<file path="src/rtl/approx_arith_pkg.sv">
// Shared constants and state encoding for the approximate divider.
// Widths match the 8x8 -> 16 approximate multiplier family this divider inverts.
package approx_arith_pkg;

  localparam int DIVIDEND_W = 16;
  localparam int DIVISOR_W  = 8;
  localparam int QUOT_W     = 8;

  localparam logic [QUOT_W-1:0] QUOT_SAT = 8'hFF;

  typedef logic [1:0] state_t;

  localparam state_t IDLE = 2'd0;
  localparam state_t BUSY = 2'd1;
  localparam state_t DONE = 2'd2;

endpackage

</file>
<file path="src/rtl/div_restoring_step.sv">
// One combinational restoring-division step: shift in a dividend bit,
// then subtract the divisor if it fits.
module div_restoring_step
  import approx_arith_pkg::*;
(
  input  logic [DIVISOR_W:0]   r,
  input  logic                 bit_in,
  input  logic [DIVISOR_W-1:0] divisor,
  output logic [DIVISOR_W:0]   r_next,
  output logic                 qbit
);

  logic [DIVISOR_W:0] r_shift;
  logic [DIVISOR_W:0] diff;

  // The residue is always below the divisor, so the 9-bit shift never loses a set bit.
  assign r_shift = (r << 1) | {{DIVISOR_W{1'b0}}, bit_in};
  assign diff    = r_shift - {1'b0, divisor};
  assign qbit    = (r_shift >= {1'b0, divisor});
  assign r_next  = qbit ? diff : r_shift;

endmodule

</file>
<file path="src/rtl/approx_divider16by8.sv">
// Iterative 16/8 restoring divider with optional quotient-LSB truncation.
// Define DIV_EARLY_TERM_EN to finish trivial divisions (x/1, 0/y) in one cycle.
module approx_divider16by8
  import approx_arith_pkg::*;
#(
  parameter int APPROX_LSB = 0
) (
  input  logic                  clk,
  input  logic                  rst,
  input  logic                  in_valid,
  output logic                  in_ready,
  input  logic [DIVIDEND_W-1:0] dividend,
  input  logic [DIVISOR_W-1:0]  divisor,
  output logic                  out_valid,
  input  logic                  out_ready,
  output logic [QUOT_W-1:0]     quotient,
  output logic [DIVISOR_W-1:0]  remainder,
  output logic                  div_by_zero,
  output logic                  overflow
);

  localparam int N_STEPS = 8 - APPROX_LSB;
  localparam logic [3:0] LAST_STEP = 4'(N_STEPS - 1);

  state_t               state;
  logic [DIVISOR_W:0]   r_q;
  logic [7:0]           dlo_q;
  logic [DIVISOR_W-1:0] dvs_q;
  logic [QUOT_W-1:0]    qacc_q;
  logic [3:0]           step_q;

  logic [DIVISOR_W:0]   r_next;
  logic                 qbit;
  logic [QUOT_W-1:0]    q_next;
  logic [7:0]           hb;
  logic                 accept;
  logic                 early;

  div_restoring_step u_step (
    .r       (r_q),
    .bit_in  (dlo_q[7]),
    .divisor (dvs_q),
    .r_next  (r_next),
    .qbit    (qbit)
  );

  assign hb        = dividend[15:8];
  assign in_ready  = (state == IDLE) && !rst;
  assign accept    = in_valid && in_ready;
  assign out_valid = (state == DONE);
  assign q_next    = (qacc_q << 1) | {{(QUOT_W-1){1'b0}}, qbit};

`ifdef DIV_EARLY_TERM_EN
  assign early = (dividend == '0) || ((divisor == 8'd1) && (hb == 8'd0));
`else
  assign early = 1'b0;
`endif

  // NOTE: all state, including the datapath registers, uses non-blocking
  // assignments and a synchronous reset so an aborted division leaves nothing behind.
  always_ff @(posedge clk) begin
    if (rst) begin
      state       <= IDLE;
      quotient    <= '0;
      remainder   <= '0;
      div_by_zero <= 1'b0;
      overflow    <= 1'b0;
      r_q         <= '0;
      dlo_q       <= '0;
      dvs_q       <= '0;
      qacc_q      <= '0;
      step_q      <= '0;
    end else begin
      case (state)
        IDLE: begin
          if (accept) begin
            if (divisor == '0) begin
              quotient    <= QUOT_SAT;
              remainder   <= dividend[7:0];
              div_by_zero <= 1'b1;
              overflow    <= 1'b0;
              state       <= DONE;
            end else if (hb >= divisor) begin
              quotient    <= QUOT_SAT;
              remainder   <= dividend[7:0];
              div_by_zero <= 1'b0;
              overflow    <= 1'b1;
              state       <= DONE;
            end else if (early) begin
              // x/1 with a zero high byte, or 0/y: the low byte is the exact quotient.
              quotient    <= dividend[7:0];
              remainder   <= '0;
              div_by_zero <= 1'b0;
              overflow    <= 1'b0;
              state       <= DONE;
            end else begin
              r_q    <= {1'b0, hb};
              dlo_q  <= dividend[7:0];
              dvs_q  <= divisor;
              qacc_q <= '0;
              step_q <= '0;
              state  <= BUSY;
            end
          end
        end
        BUSY: begin
          r_q    <= r_next;
          dlo_q  <= dlo_q << 1;
          qacc_q <= q_next;
          step_q <= step_q + 4'd1;
          if (step_q == LAST_STEP) begin
            quotient    <= q_next << APPROX_LSB;
            remainder   <= (APPROX_LSB == 0) ? r_next[DIVISOR_W-1:0] : '0;
            div_by_zero <= 1'b0;
            overflow    <= 1'b0;
            state       <= DONE;
          end
        end
        DONE: begin
          if (out_ready) state <= IDLE;
        end
        default: state <= IDLE;
      endcase
    end
  end

endmodule

</file>
<file path="config.mk">
export PLATFORM = sky130hd
export DESIGN_NAME = approx_divider16by8
export DESIGN_NICKNAME = d
export VERILOG_FILES = /design/src/rtl/approx_arith_pkg.sv /design/src/rtl/div_restoring_step.sv /design/src/rtl/approx_divider16by8.sv
export SDC_FILE = /design/constraint.sdc
export NUM_CORES = 1
export LEC_CHECK = 0
export CORE_UTILIZATION = 30
export CTS_CLUSTER_DIAMETER = 50
export CTS_CLUSTER_SIZE = 12
export DETAILED_ROUTE_END_ITERATION = 6
export DONT_BUFFER_PORTS = 1
export GPL_ROUTABILITY_DRIVEN = 0
export GPL_TIMING_DRIVEN = 1
export SLEW_MARGIN = 25
export SYNTH_ARGS = -nofsm -noshare
export SYNTH_HDL_FRONTEND = slang
export SYNTH_HIERARCHICAL = 1
export SYNTH_SLANG_ARGS = --single-unit
export TNS_END_PERCENT = 5
</file>
<file path="constraint.sdc">
create_clock -name clk -period 4.3 [get_ports clk]
set_clock_uncertainty 0.2 [all_clocks]
set_input_delay 0.43 -clock clk [delete_from_list [all_inputs] [get_ports clk]]
set_output_delay 0.43 -clock clk [all_outputs]
set_load 0.03 [all_outputs]
</file>
Yosys cells after proc, flatten, opt, wreduce, memory -nomap -nowiden
Cells that the tools add are included.
{"block": "totals", "regBits": 55, "latch_bits": 0, "mem_bits_rw": 0, "rom_bits": 0, "input_bits": 28, "output_inout_bits": 20, "n_memories": 0}
{"block": "classes", "add_sub_neg": 2, "mul": 0, "n_div": 0, "n_lt_le_gt_ge": 2, "eq_ne": 9, "n_shift": 0, "n_mux": 42, "bitwise_logic": 4, "n_reduce_logical": 10}
{"op": "8-bit 2-to-1 mux", "n": 15}
{"op": "8-bit one-hot mux with 2 select lines", "n": 4}
{"op": "7-bit 2-to-1 mux", "n": 3}
{"op": "7-bit one-hot mux with 2 select lines", "n": 1}
{"op": "4-bit 2-to-1 mux", "n": 3}
{"op": "4-bit AND reduction", "n": 3}
{"op": "2-bit 2-to-1 mux", "n": 5}
{"op": "9-bit by 8-bit >= comparator with 1-bit output", "n": 1}
{"op": "9-bit by 1-bit bitwise OR with 9-bit output", "n": 1}
{"op": "8-bit >= comparator", "n": 1}
{"op": "8-bit zero test", "n": 1}
{"op": "2-bit != test (second input constant)", "n": 4}
{"op": "8-bit by 1-bit bitwise OR with 8-bit output", "n": 1}
{"op": "4-bit one-hot mux with 2 select lines", "n": 1}
{"op": "8-bit subtractor", "n": 1}
{"op": "1-bit 2-to-1 mux", "n": 7}
{"op": "2-bit one-hot mux with 3 select lines", "n": 1}
{"op": "4-bit by 1-bit adder with 4-bit output (second input constant)", "n": 1}
{"op": "4-bit by 3-bit == test with 1-bit output (second input constant)", "n": 1}
{"op": "1-bit one-hot mux with 2 select lines", "n": 2}
{"op": "3-bit by 1-bit != test with 1-bit output (second input constant)", "n": 1}
{"op": "3-bit AND reduction", "n": 1}
{"op": "2-bit by 1-bit == test with 1-bit output (second input constant)", "n": 1}
{"op": "2-bit == test (second input constant)", "n": 1}
{"op": "6 further kinds", "n": 8}

Longest topological paths before layout
Gate-level depths: netlist (run 1).
{"block": "logic_depth", "depth_word": 5, "mapped_depth": 11, "mapped_depth_nobuf": 11}

Modules after synthesis
The synthesis (run 1) kept the hierarchy.
{"module": "approx_divider16by8", "n_inst": 1, "cells_per_inst": 315, "area_each_um2": 2854.0, "seq_area_each_um2": 1121.1}
{"module": "div_restoring_step", "n_inst": 1, "cells_per_inst": 76, "area_each_um2": 546.8, "seq_area_each_um2": 0.0}

Worst setup path before layout (run 1)
Ideal clock, no wire load.
{"block": "synth_timing", "kind": "register to register", "startpoint": "register dvs_q[4]", "endpoint": "register remainder[3]", "t_arrival_ns": 2.402, "required_ns": 3.979, "setup_slack_ns": 1.577, "stages_incl_launch_ff": 12, "n_path_buf": 1, "synth_period_minus_slack_ns": 2.723, "path_cell_list": "dfxtp_1 > inv_1 > ha_1 > a21o_1 > o21bai_1 > a211o_1 > or2_1 > buf_6 > mux2_4 > nand2_1 > a21oi_1 > mux2_2"}
{"block": "synth_via", "elab_chain_len": 4}
{"element": "start, declared", "line": "approx_divider16by8.sv:28", "text": "logic [DIVISOR_W-1:0] dvs_q;"}
{"element": "start signal, assigned", "line": "approx_divider16by8.sv:99", "text": "dvs_q <= divisor;"}
{"element": "9-bit by 8-bit >= comparator with 1-bit output", "line": "div_restoring_step.sv:19", "text": "assign qbit = (r_shift >= {1'b0, divisor});"}
{"element": "8-bit 2-to-1 mux", "line": "div_restoring_step.sv:20", "text": "assign r_next = qbit ? diff : r_shift;"}
{"element": "via r_next[3]", "line": "approx_divider16by8.sv:32", "text": "logic [DIVISOR_W:0] r_next;"}
{"element": "8-bit 2-to-1 mux", "line": "approx_divider16by8.sv:111", "text": "if (step_q == LAST_STEP) begin"}
{"element": "8-bit one-hot mux with 2 select lines", "line": "approx_divider16by8.sv:74", "text": "case (state)"}
{"element": "end signal, assigned", "line": "approx_divider16by8.sv:79", "text": "remainder <= dividend[7:0];"}
{"element": "end signal, assigned", "line": "approx_divider16by8.sv:85", "text": "remainder <= dividend[7:0];"}
{"element": "end signal, assigned", "line": "approx_divider16by8.sv:113", "text": "remainder <= (APPROX_LSB == 0) ? r_next[DIVISOR_W-1:0] : '0;"}
{"element": "end, declared", "line": "approx_divider16by8.sv:17", "text": "output logic [DIVISOR_W-1:0] remainder,"}
The timed path passes the listed nets, and every way through them passes these cells. The select of a mux whose other input is x is not followed.
A chain may end at the register's enable or synchronous reset.

Worst setup path in the final report (run 1)
Ends and elaborated chain as after synthesis.

==> results of run 1 <==
-- worst max-delay path, stage by stage (launching register included) --
cell,delay (ns)
sky130_fd_sc_hd__dfxtp_1,0.35
sky130_fd_sc_hd__inv_1,0.05
sky130_fd_sc_hd__ha_1,0.34
sky130_fd_sc_hd__nand2_1,0.11
sky130_fd_sc_hd__a211oi_1,0.49
sky130_fd_sc_hd__a22o_1,0.29
sky130_fd_sc_hd__or2_1,0.39
sky130_fd_sc_hd__mux2_4,0.34
sky130_fd_sc_hd__nand2_1,0.10
sky130_fd_sc_hd__a21oi_1,0.07
sky130_fd_sc_hd__mux2_2,0.26
-- state kept, by name, indices dropped and copies added (netlist names) --
signal	flops
div_by_zero	1
dlo_q	8
dvs_q	8
overflow	1
qacc_q	7
quotient	8
r_q	8
remainder	8
state	2
step_q	4
-- metal layers --
layer | part of all wire, % | vias to the layer above
li1 | - | 1300
met1 | 44 | 1246
met2 | 48 | 75
met3 | 6.0 | 12
met4 | 1.8 | 0
met5 | 0 | -
-- area by class of cell --
| class | count | area [um2] | share of cell area [%] |
|---|---|---|---|
| clock buffers | 6 | 82.6 | 2.36 |
| clock inverters | 2 | 20.0 | 0.573 |
| well taps | 140 | 175 | 5.01 |
| inverters | 25 | 93.8 | 2.68 |
| flip-flops and latches | 55 | 1100 | 31.5 |
| repair buffers | 4 | 32.5 | 0.931 |
| multi-input cells | 275 | 1990 | 56.9 |
-- power by group --
part           switching, mW  total, mW  internal (mW)
logic                  0.233      0.432          0.198
clock network          0.184      0.320          0.136
registers             0.0531      0.600          0.547
total                  0.470       1.35          0.882
-- timing repair --
action	CTS	global route
hold endpoints to repair	3	0
hold buffers	1	0
setup endpoints to repair	0	0
-- worst paths after layout --
check,to,depth (start not counted)
worst max-delay path,remainder[3],10
worst min-delay path,qacc_q[6],1
worst max register to register,remainder[3],10
worst min register to register,qacc_q[6],2
-- stage by stage --
stage | instance area [um2] | setup slack, ns | total power, mW
2_1_floorplan | 3320 | 1.59 | 0.975
3_3_place_gp | 3380 | 1.37 | 1.03
3_5_place_dp | 3380 | 1.29 | 1.04
4_1_cts | 3500 | 1.26 | 1.36
5_1_grt | 3500 | 0.997 | 1.43
6_report | 3500 | 1.22 | 1.35
==> results by stage, run 1 <==
Run status:
- The flow ran to the end, and the final reports show no timing, DRC or antenna violations.

CTS:
- Buffers inserted during clock tree synthesis total 5.
- The clock insertion delay at the later pin of the skew report is 0.31 ns.
- The post-CTS setup buffer count is 0.
- No sink is reached through more buffers than the 2 on the longest clock path.
- The number of gates resized after CTS was 0.
- The clock sink total is 55.
- TritonCTS built the clock tree.
- After clock tree synthesis, the clock-pin slew on the worst setup and hold paths is 0.11 ns.
- The tree is rooted in a sky130_fd_sc_hd__clkbuf_8.
- The depth of the CTS H-tree is 2.

Finish:
- The final instance count without filler cells is 507.
- Leaving out fill and tap cells, the most frequent cells in the layout are 55 x sky130_fd_sc_hd__dfxtp_1, 46 x sky130_fd_sc_hd__nand2_1, 34 x sky130_fd_sc_hd__a21oi_1, 28 x sky130_fd_sc_hd__nor2b_1, 25 x sky130_fd_sc_hd__inv_1.
- The total of fill cells in the finished design is 1144.
- Relative to the synthesized area, the layout overhead comes to 5.31%.
- The share of post-route cells with drive strength above 1 is 14.7%.
- Leaving out fill and tap cells, the most frequent cell in the layout is sky130_fd_sc_hd__dfxtp_1.
- In the final design database the tool counted 412 nets.
- The utilization after layout is 32.4%.
- 0 antenna diodes ended up in the layout.

Worst hold path:
- The worst hold path class is in2reg.
- The start point of the worst hold path is rst.

Floorplan:
- Once the floorplan was initialized, standard cells occupied around 31% of the core.
- During I/O placement, the number of pins put on the boundary was 48.
- The die area is 11500 um2.
- The die width is 107 um.
- The vertical extent of the die is 107 um.
- After floorplanning, the core was divided into 38 placement rows.
- The total area inside the core boundary comes to 10800 um2.

Drt:
- For this block, the initial DRC count from the detailed router was 185.
- Summed over all layers, the routed wires come to 8190 um.
- The via-per-instance ratio is 5.19.
- The detail route stage leaves a number of antenna-violating nets equal to 0.
- The first TritonRoute pass finished after 4 iterations.
- In the routed design, unresolved DRC markers number 0.
- The mean routed wirelength per cell is 16.1 um.
- The detailed router placed 2633 vias in this run.

Global route:
- The maximum number of pins on one net before global-route repair is 56.
- For this run, global-route usage on met2 was measured as 24.5%.
- The via count of the first global-routing pass is around 2500.
- The routing usage on met3 is between 3 and 4%.
- The initial antenna violation count came to 0.
- The global route total overflow is 0.
- The overall track demand over capacity in global routing is 14.8%.
- The first global-routing pass estimated ~13000 um of wire.
- In the global route stage, met1 resource usage came out at 18.9%.
- In this run the most used layer during global routing was met2.

Critical path:
- The startpoint identified for the worst register-to-register timing path is dvs_q[4].
- The classification of the worst setup path is reg2reg.
- The required time of the critical path is 4.31 ns.
- The data arrival time of the critical path is between 3 and 4 ns.
- The timing startpoint of the critical path is dvs_q[4].
- The setup slack on the worst flop-to-flop path is 1.22 ns.
- STA classifies the critical path startpoint as a flip-flop.
- The largest driver fanout on the critical path is 9.
- The kind of capture point of the worst setup path is a flip-flop.

Timing:
- The fmax is roughly 320 MHz.
- The final critical-path required period is a little over 3 ns.
- Setup repair after global routing left no endpoint under its margin.
- The minimum hold slack is 0.0263 ns.
- Setup total negative slack on the finished layout was measured at 0 ns.
- For the pin with the worst max-slew slack, the measured transition is slightly below 1 ns.
- The number of hold-slack violations in the final timing report came to 0.
- The post-route fraction of the period consumed by the critical path is 71.7%.
- Headroom to the max-slew limit came out at 35.5%.
- The final number of setup-violating endpoints is 0.
- The max-slew violation total from the final report was 0.

Yosys:
- The number of nets in the synthesized netlist is 427.
- The mean instance size in the synthesized netlist is 8.71 um2.
- The warning count from the yosys run is 6.
- After technology mapping, the gate count stands at 381.
- The cell area after synthesis is 3320 um2.

Power:
- The total leakage power is 1.46 nW.
- In this run the power density over the cells is 387 nW/um2.
- The maximum vdd drop is 0.172 mV.

Placed design:
- The half-perimeter wire length after placement is 6000 um.
- The instance count after placement with tap cells included is 498.
- The count of buffers from port buffering is 0.

Flow run:
- Across the run, the number of max-cap violations was 0.
Note: power is estimated with default switching activity, not from simulation.
==> run 2: changes to the inputs <==
- clock period: 4.3 -> 2.8 ns (I/O delays scaled with it)
==> run 2 against run 1 <==
Worst hold slack worse by 0.0077 ns. Via count grew 1.6%. Final area increased by 5.2%. Setup slack got worse by 1.1 ns. Core utilization is 1.7 points higher. Critical endpoint is now remainder[5]. Combinational power up 72%. Wire length decreased by 0.51%. Fmax up 16%. Clock power is 51% higher. Critical path depth unchanged. Non-clock buffer count up 19. Clock-buffer cell count is 1 lower.
==> results by stage, run 2 (synthesized netlist as in run 1, its figures left out) <==
Timing:
- The fmax is 376 MHz.
- The number of hold-slack violations in the final timing report is 0.
- The final critical-path required period is 2.66 ns.
- Hold timing on the final database bottoms out at a slack of 0.0186 ns.
- The max-slew violation total from the final report was 0.
- The total negative slack for setup checks is 0 ns.
- Setup repair after global routing left no endpoint under its margin.
- The remaining max-slew budget at the tightest pin is about half.
- The post-route fraction of the period consumed by the critical path is between 90% and 100%.
- Setup violations remaining at the end of the flow were counted as 0.
- For the pin with the worst max-slew slack, the measured transition is about 0.73 ns.

Global route:
- The maximum number of pins on one net before global-route repair is 54.
- For this run, the total global-route usage over all layers was measured as 15.0%.
- The initial antenna violation count was 0.
- The global route total overflow is 0.
- The first-pass GRT wire length is around 13000 um.
- The via count of the first global-routing pass is 2660.

CTS:
- The clock insertion delay at the later pin of the skew report is around 0.32 ns.
- The master cell of the clock root buffer is sky130_fd_sc_hd__clkbuf_8.
- The deepest clock path buffer count is 2.
- CTS built an H-tree with a depth of 2.
- The clock sink total is 55.
- The total CTS buffers is 5.
- The clock transition time at the flip-flop clock pins of the worst setup and hold paths is 0.11 ns.
- The CTS tree is built.

Critical path:
- The data arrival time of the critical path is roughly 2.7 ns.
- The kind of capture point of the worst setup path is a flip-flop.
- The required time of the critical path is approximately 2.8 ns.
- Of all nets on the critical path, the largest fanout is 4.
- The setup path with the least slack is of type reg2reg.
- The startpoint kind of the worst setup timing path is a flip-flop.

Drt:
- The routed layout has approximately 2700 vias.
- The routed design has 8150 um of wire.
- For this block, the initial DRC count from the detailed router was 220.
- Once detail routing completed, the nets flagged for antenna violations numbered 0.
- In the final routed layout, each cell accounts on average for 15.5 um.
- The DRC violations left is 0.
- The first detailed-routing pass ran for 4 iterations.
- After detailed routing, the number of vias per cell comes to 5.08.

Floorplan:
- The die area is 11500 um2.
- In this run the core area contains 38 standard-cell rows.
- The die is around 110 um tall.
- The boundary pin count is 48.
- Once the floorplan was initialized, standard cells occupied 30.8% of the core.
- In this run the standard cell core region covers 10800 um2.
- The die width is 107 um.

Placed design:
- In this run, placement finished with an instance count of 507.
- The count of buffers from port buffering is 0.
- The HPWL after detailed placement is 6090 um.

Worst hold path:
- The worst hold path class is in2reg.

Run status:
- The flow ran to the end, and the final reports show no timing, DRC or antenna violations.

Power:
- For this design the ratio of total power to cell area is about 580 nW/um2.
- For this design the static power due to leakage is 1.54 nW.
- The design draws 2.14 mW.
- The worst-case IR drop observed on VDD is 0.298 mV.

Finish:
- Leaving out fill and tap cells, the most frequent cells in the layout are 55 x sky130_fd_sc_hd__dfxtp_1, 46 x sky130_fd_sc_hd__nand2_1, 33 x sky130_fd_sc_hd__a21oi_1, 28 x sky130_fd_sc_hd__nor2b_1, 25 x sky130_fd_sc_hd__inv_1.
- The layout has 1118 filler cells.
- The area growth from synthesis to layout is 10.8%.
- The post-route netlist has 17.4% of its cells at a drive strength greater than 1.
- The number of nets in the finished design is roughly 430.
- The area taken by multi-input logic gates is 2000 um2.
- Leaving out fill and tap cells, the most frequent cell in the layout is sky130_fd_sc_hd__dfxtp_1.
- 0 antenna diodes ended up in the layout.
- Summing all flip-flop and latch instances after layout gives 1100 um2.
- The count of cells in the finished layout, fillers not included, comes to ~530.

Flow run:
- The max-capacitance violation count is 0.
[run 2: cell count changes in the layout (fill, tap and decap cells not counted), sizes merged]
cell / delta
dlygate4sd3: +9
clkinvlp: +1
buf: +10
clkbuf: -1
[run 2: timing repair]
action	in CTS	in global routing
setup buffers	0	1
gates resized for setup	0	3
endpoints found under the setup margin	0	14
endpoints found under the hold margin	13	0
hold buffers	10	0
[run 2: final timing paths]
path,from,end,slack [ns],cells after the start
min,rst,r_q[0],0.02,2
max reg2reg,dvs_q[4],remainder[5],0.14,10
min reg2reg,qacc_q[6],qacc_q[6],0.29,2
max,dvs_q[4],remainder[5],0.14,10
[run 2: stage by stage]
| step | setup WS (ns) | util, % | instance area [um2] |
|---|---|---|---|
| floorplan | 0.0871 | - | 3320 |
| CTS | 0.0543 | 33.9 | 3660 |
| global placement | 0.112 | 32.1 | 3460 |
| global route | 0.0146 | 34.1 | 3680 |
| detailed placement | 0.0746 | 32.1 | 3460 |
| finish | 0.137 | 34.1 | 3680 |
[run 2: report_power, final]
part,leakage (nW),switching [mW],internal (mW)
clock network,0.0463,0.299,0.185
logic,1.05,0.372,0.369
registers,0.448,0.0746,0.840
[run 2: metal layers]
layer	GRT usage [%]	routed length, um
met5	0	0
met4	6.07	189
met3	4.19	399
met2	24.9	3910
met1	18.2	3650
[run 2: layout make-up]
class | instances | share of cell area [%]
Inverter | 25 | 2.55
Multi-Input combinational cell | 275 | 54.4
Tap cell | 140 | 4.76
Sequential cell | 55 | 29.9
Timing Repair Buffer | 23 | 5.71
Clock buffer | 5 | 1.87
Clock inverter | 3 | 0.748
[run 2: worst max-delay path, cell delays in order (launching register included)]
cell and delay (ns):
sky130_fd_sc_hd__dfxtp_1 0.35, sky130_fd_sc_hd__inv_1 0.05, sky130_fd_sc_hd__ha_1 0.33, sky130_fd_sc_hd__a21o_1 0.19, sky130_fd_sc_hd__o21bai_1 0.16, sky130_fd_sc_hd__a211o_1 0.30, sky130_fd_sc_hd__or2_4 0.28, sky130_fd_sc_hd__mux2_4 0.30
sky130_fd_sc_hd__nand2_1 0.09, sky130_fd_sc_hd__a21oi_1 0.07, sky130_fd_sc_hd__mux2_2 0.25
==> run 3: changes to the inputs <==
- CAP_MARGIN: not set -> 20
==> results of run 3 <==
No change in the layout: final DEF, timing and power equal those of run 2.
==> variant, RTL diff (settings of run 3) <==
Register the output `overflow` once more; this adds one clock of latency there. The other outputs are not delayed to match.
--- a/src/rtl/approx_divider16by8.sv
+++ b/src/rtl/approx_divider16by8.sv
@@ -23,2 +23,4 @@
   localparam logic [3:0] LAST_STEP = 4'(N_STEPS - 1);
+
+  logic overflow_s0;
 
@@ -66,3 +68,3 @@
       div_by_zero <= 1'b0;
-      overflow    <= 1'b0;
+      overflow_s0 <= 1'b0;
       r_q         <= '0;
@@ -80,3 +82,3 @@
               div_by_zero <= 1'b1;
-              overflow    <= 1'b0;
+              overflow_s0 <= 1'b0;
               state       <= DONE;
@@ -86,3 +88,3 @@
               div_by_zero <= 1'b0;
-              overflow    <= 1'b1;
+              overflow_s0 <= 1'b1;
               state       <= DONE;
@@ -93,3 +95,3 @@
               div_by_zero <= 1'b0;
-              overflow    <= 1'b0;
+              overflow_s0 <= 1'b0;
               state       <= DONE;
@@ -114,3 +116,3 @@
             div_by_zero <= 1'b0;
-            overflow    <= 1'b0;
+            overflow_s0 <= 1'b0;
             state       <= DONE;
@@ -126,2 +128,6 @@
 
+  always_ff @(posedge clk) begin
+    overflow <= overflow_s0;
+  end
+
 endmodule
Function: changed (Yosys sat finds a counterexample within 4 cycles, from zero or initial values and one cycle with rst high).
==> variant against run 3 <==
Synthesized cell count rose by 0.26%; critical path depth stayed put; sequential cell count rose by 1; sequential power increased by 2%; register-to-register slack gained 0.02 ns; combinational power is 2% higher; setup slack got worse by 0.046 ns; total power grew 1.7%; wire length grew 4.2%; non-clock buffer count increased by 1; cell area is 1.7% higher; utilization up 0.43 points; synthesized area rose by 0.60%.
==> variant: results (changes against run 3) <==
| Result | This run | Unit | vs run 3 |
|:---|:---|:---|:---|
| Status | finished, final reports clean | - | unchanged |
| Largest fanout on the critical path | 10 | - | was 4 |
| Routed vias/inst | 5.23 | - | was 5.08 |
| Number of H-tree branching levels | 2 | - | unchanged |
| Leakage power | 1.56 | nW | was 1.54 nW |
| Clock transition at the registers of the reported paths | 0.11 | ns | about the same |
| Largest buffer count on any clock path | 2 | - | unchanged |
| Nets in the synthesized netlist | 428 | - | was 427 |
| Max-slew headroom at the worst pin | 56.3 | % | was 51.1% |
| Number of placed instances with taps included | 508 | - | was 507 |
| HPWL reported at the end of detailed placement | 6.33 | mm | was 6.09 mm |
| Cells after synthesis | 382 | - | was 381 |
| Data arrival time at the worst-slack endpoint | 2.72 | ns | was 2.69 ns |
| Pin count of the biggest net entering global routing | 54 | - | unchanged |
| Latest clock arrival within the worst-skew pair | 0.32 | ns | about the same |
| Global routing usage summed across all routing layers | 15.1 | % | was 15.0% |
| Number of iterations in the first detailed-routing pass | 5 | - | was 4 |
| Yosys warning total | 6 | - | unchanged |
| Via count of the first global-routing pass | 2,691 | - | was 2,660 |
| Overall routed net length | 8.49 | mm | was 8.15 mm |
| Placed inst area | 3480 | sq um | was 3460 sq um |
| Violation count after the first detailed-routing iteration | 241 | - | was 220 |
| Layout cells sized above 1 | 17.8 | % | was 17.4% |
| Antenna violations before repair | 0 | - | unchanged |
| Slowest library cell on the worst path | sky130_fd_sc_hd__dlygate4sd3_1 | - | was sky130_fd_sc_hd__dfxtp_1 |
| Worst Hold Class | in -> reg | - | unchanged |
| Max incr delay on CP | 0.57 | ns | was 0.35 ns |
| Diodes inserted | 0 | - | unchanged |
| Root Buffer | sky130_fd_sc_hd__clkbuf_8 | - | unchanged |
| Number of CTS-inserted buffers | 5 | - | unchanged |
| Fill count | 1,145 | - | was 1,118 |
| Global-route wire length before repair | 13.6 | mm | was 13.4 mm |
| Maximum ir drop on the vdd rail | 360 | uV | was 298 uV |
| Number of input and output port buffers inserted | 0 | - | unchanged |
| Routed via count | 2,762 | - | was 2,674 |
==> variant: final timing paths <==
| path | start | to | slack (ns) | cells past startpoint |
|---|---|---|---|---|
| hold reg to reg | overflow_s0$_SDFFE_PP0P_ | overflow$_DFF_P_ | 0.17 | 0 |
| hold / removal | rst | step_q[0]$_SDFFE_PP0P_ | 0.03 | 2 |
| setup / recovery | divisor[3] | state[1]$_SDFFE_PP0P_ | 0.09 | 10 |
| setup reg to reg | r_q[3]$_SDFFE_PP0P_ | r_q[4]$_SDFFE_PP0P_ | 0.16 | 9 |
==> variant: per-layer routing <==
metal,wire (microns),global-route usage (%)
met1,3740,19.0
met4,238,6.26
met2,4030,25.1
met5,0,0
met3,470,2.72
==> variant: report_power, final <==
group	switching [W]	internal, W	leakage (nW)	total, W
clock	0.000304	0.000185	0.0463	0.000488
combinational	0.000381	0.000373	1.06	0.000754
sequential	0.0000786	0.000856	0.456	0.000935
==> variant: critical path, delay by kind of cell <==
kind                     cells  cell delay [ns]
AO/OA/AOI/OAI                3             0.61
adder cells (fa/ha/maj)      1             0.23
buffers and inverters        5             1.50
AND/OR/NAND/NOR              1             0.09
==> variant: stage by stage <==
stage | total power, W | setup TNS (ns) | utilization [%] | hold WS [ns] | setup WS [ns]
final | 0.00218 | 0 | 34.5 | 0.0292 | 0.0909
after global routing | 0.00229 | -0.000305 | 34.5 | 0.0215 | -0.000305
after CTS | 0.00215 | 0 | 33.9 | 0.00872 | 0.0577
after detailed placement | 0.00166 | 0 | 32.1 | 0.146 | 0.0687
after global placement | 0.00164 | 0 | 32.1 | 0.141 | 0.124
after floorplan | 0.00151 | 0 | - | 0.131 | 0.0871
==> variant: what timing repair did <==
item	4_1_cts	5_1_grt
buffers inserted	0	2
gates resized for setup	0	6
setup endpoints to repair	0	16
endpoints found under the hold margin	13	0
hold buffers	10	0
==> variant: final cells by class <==
class / count / area [sq um] / share of cell area (%)
inverters: 25 / 93.8 / 2.51
clock inverters: 3 / 27.5 / 0.736
well taps: 140 / 175 / 4.68
repair buffers: 24 / 234 / 6.25
multi-input cells: 275 / 2020 / 54.0
clock buffers: 5 / 68.8 / 1.84
flip-flops and latches: 56 / 1120 / 30.0
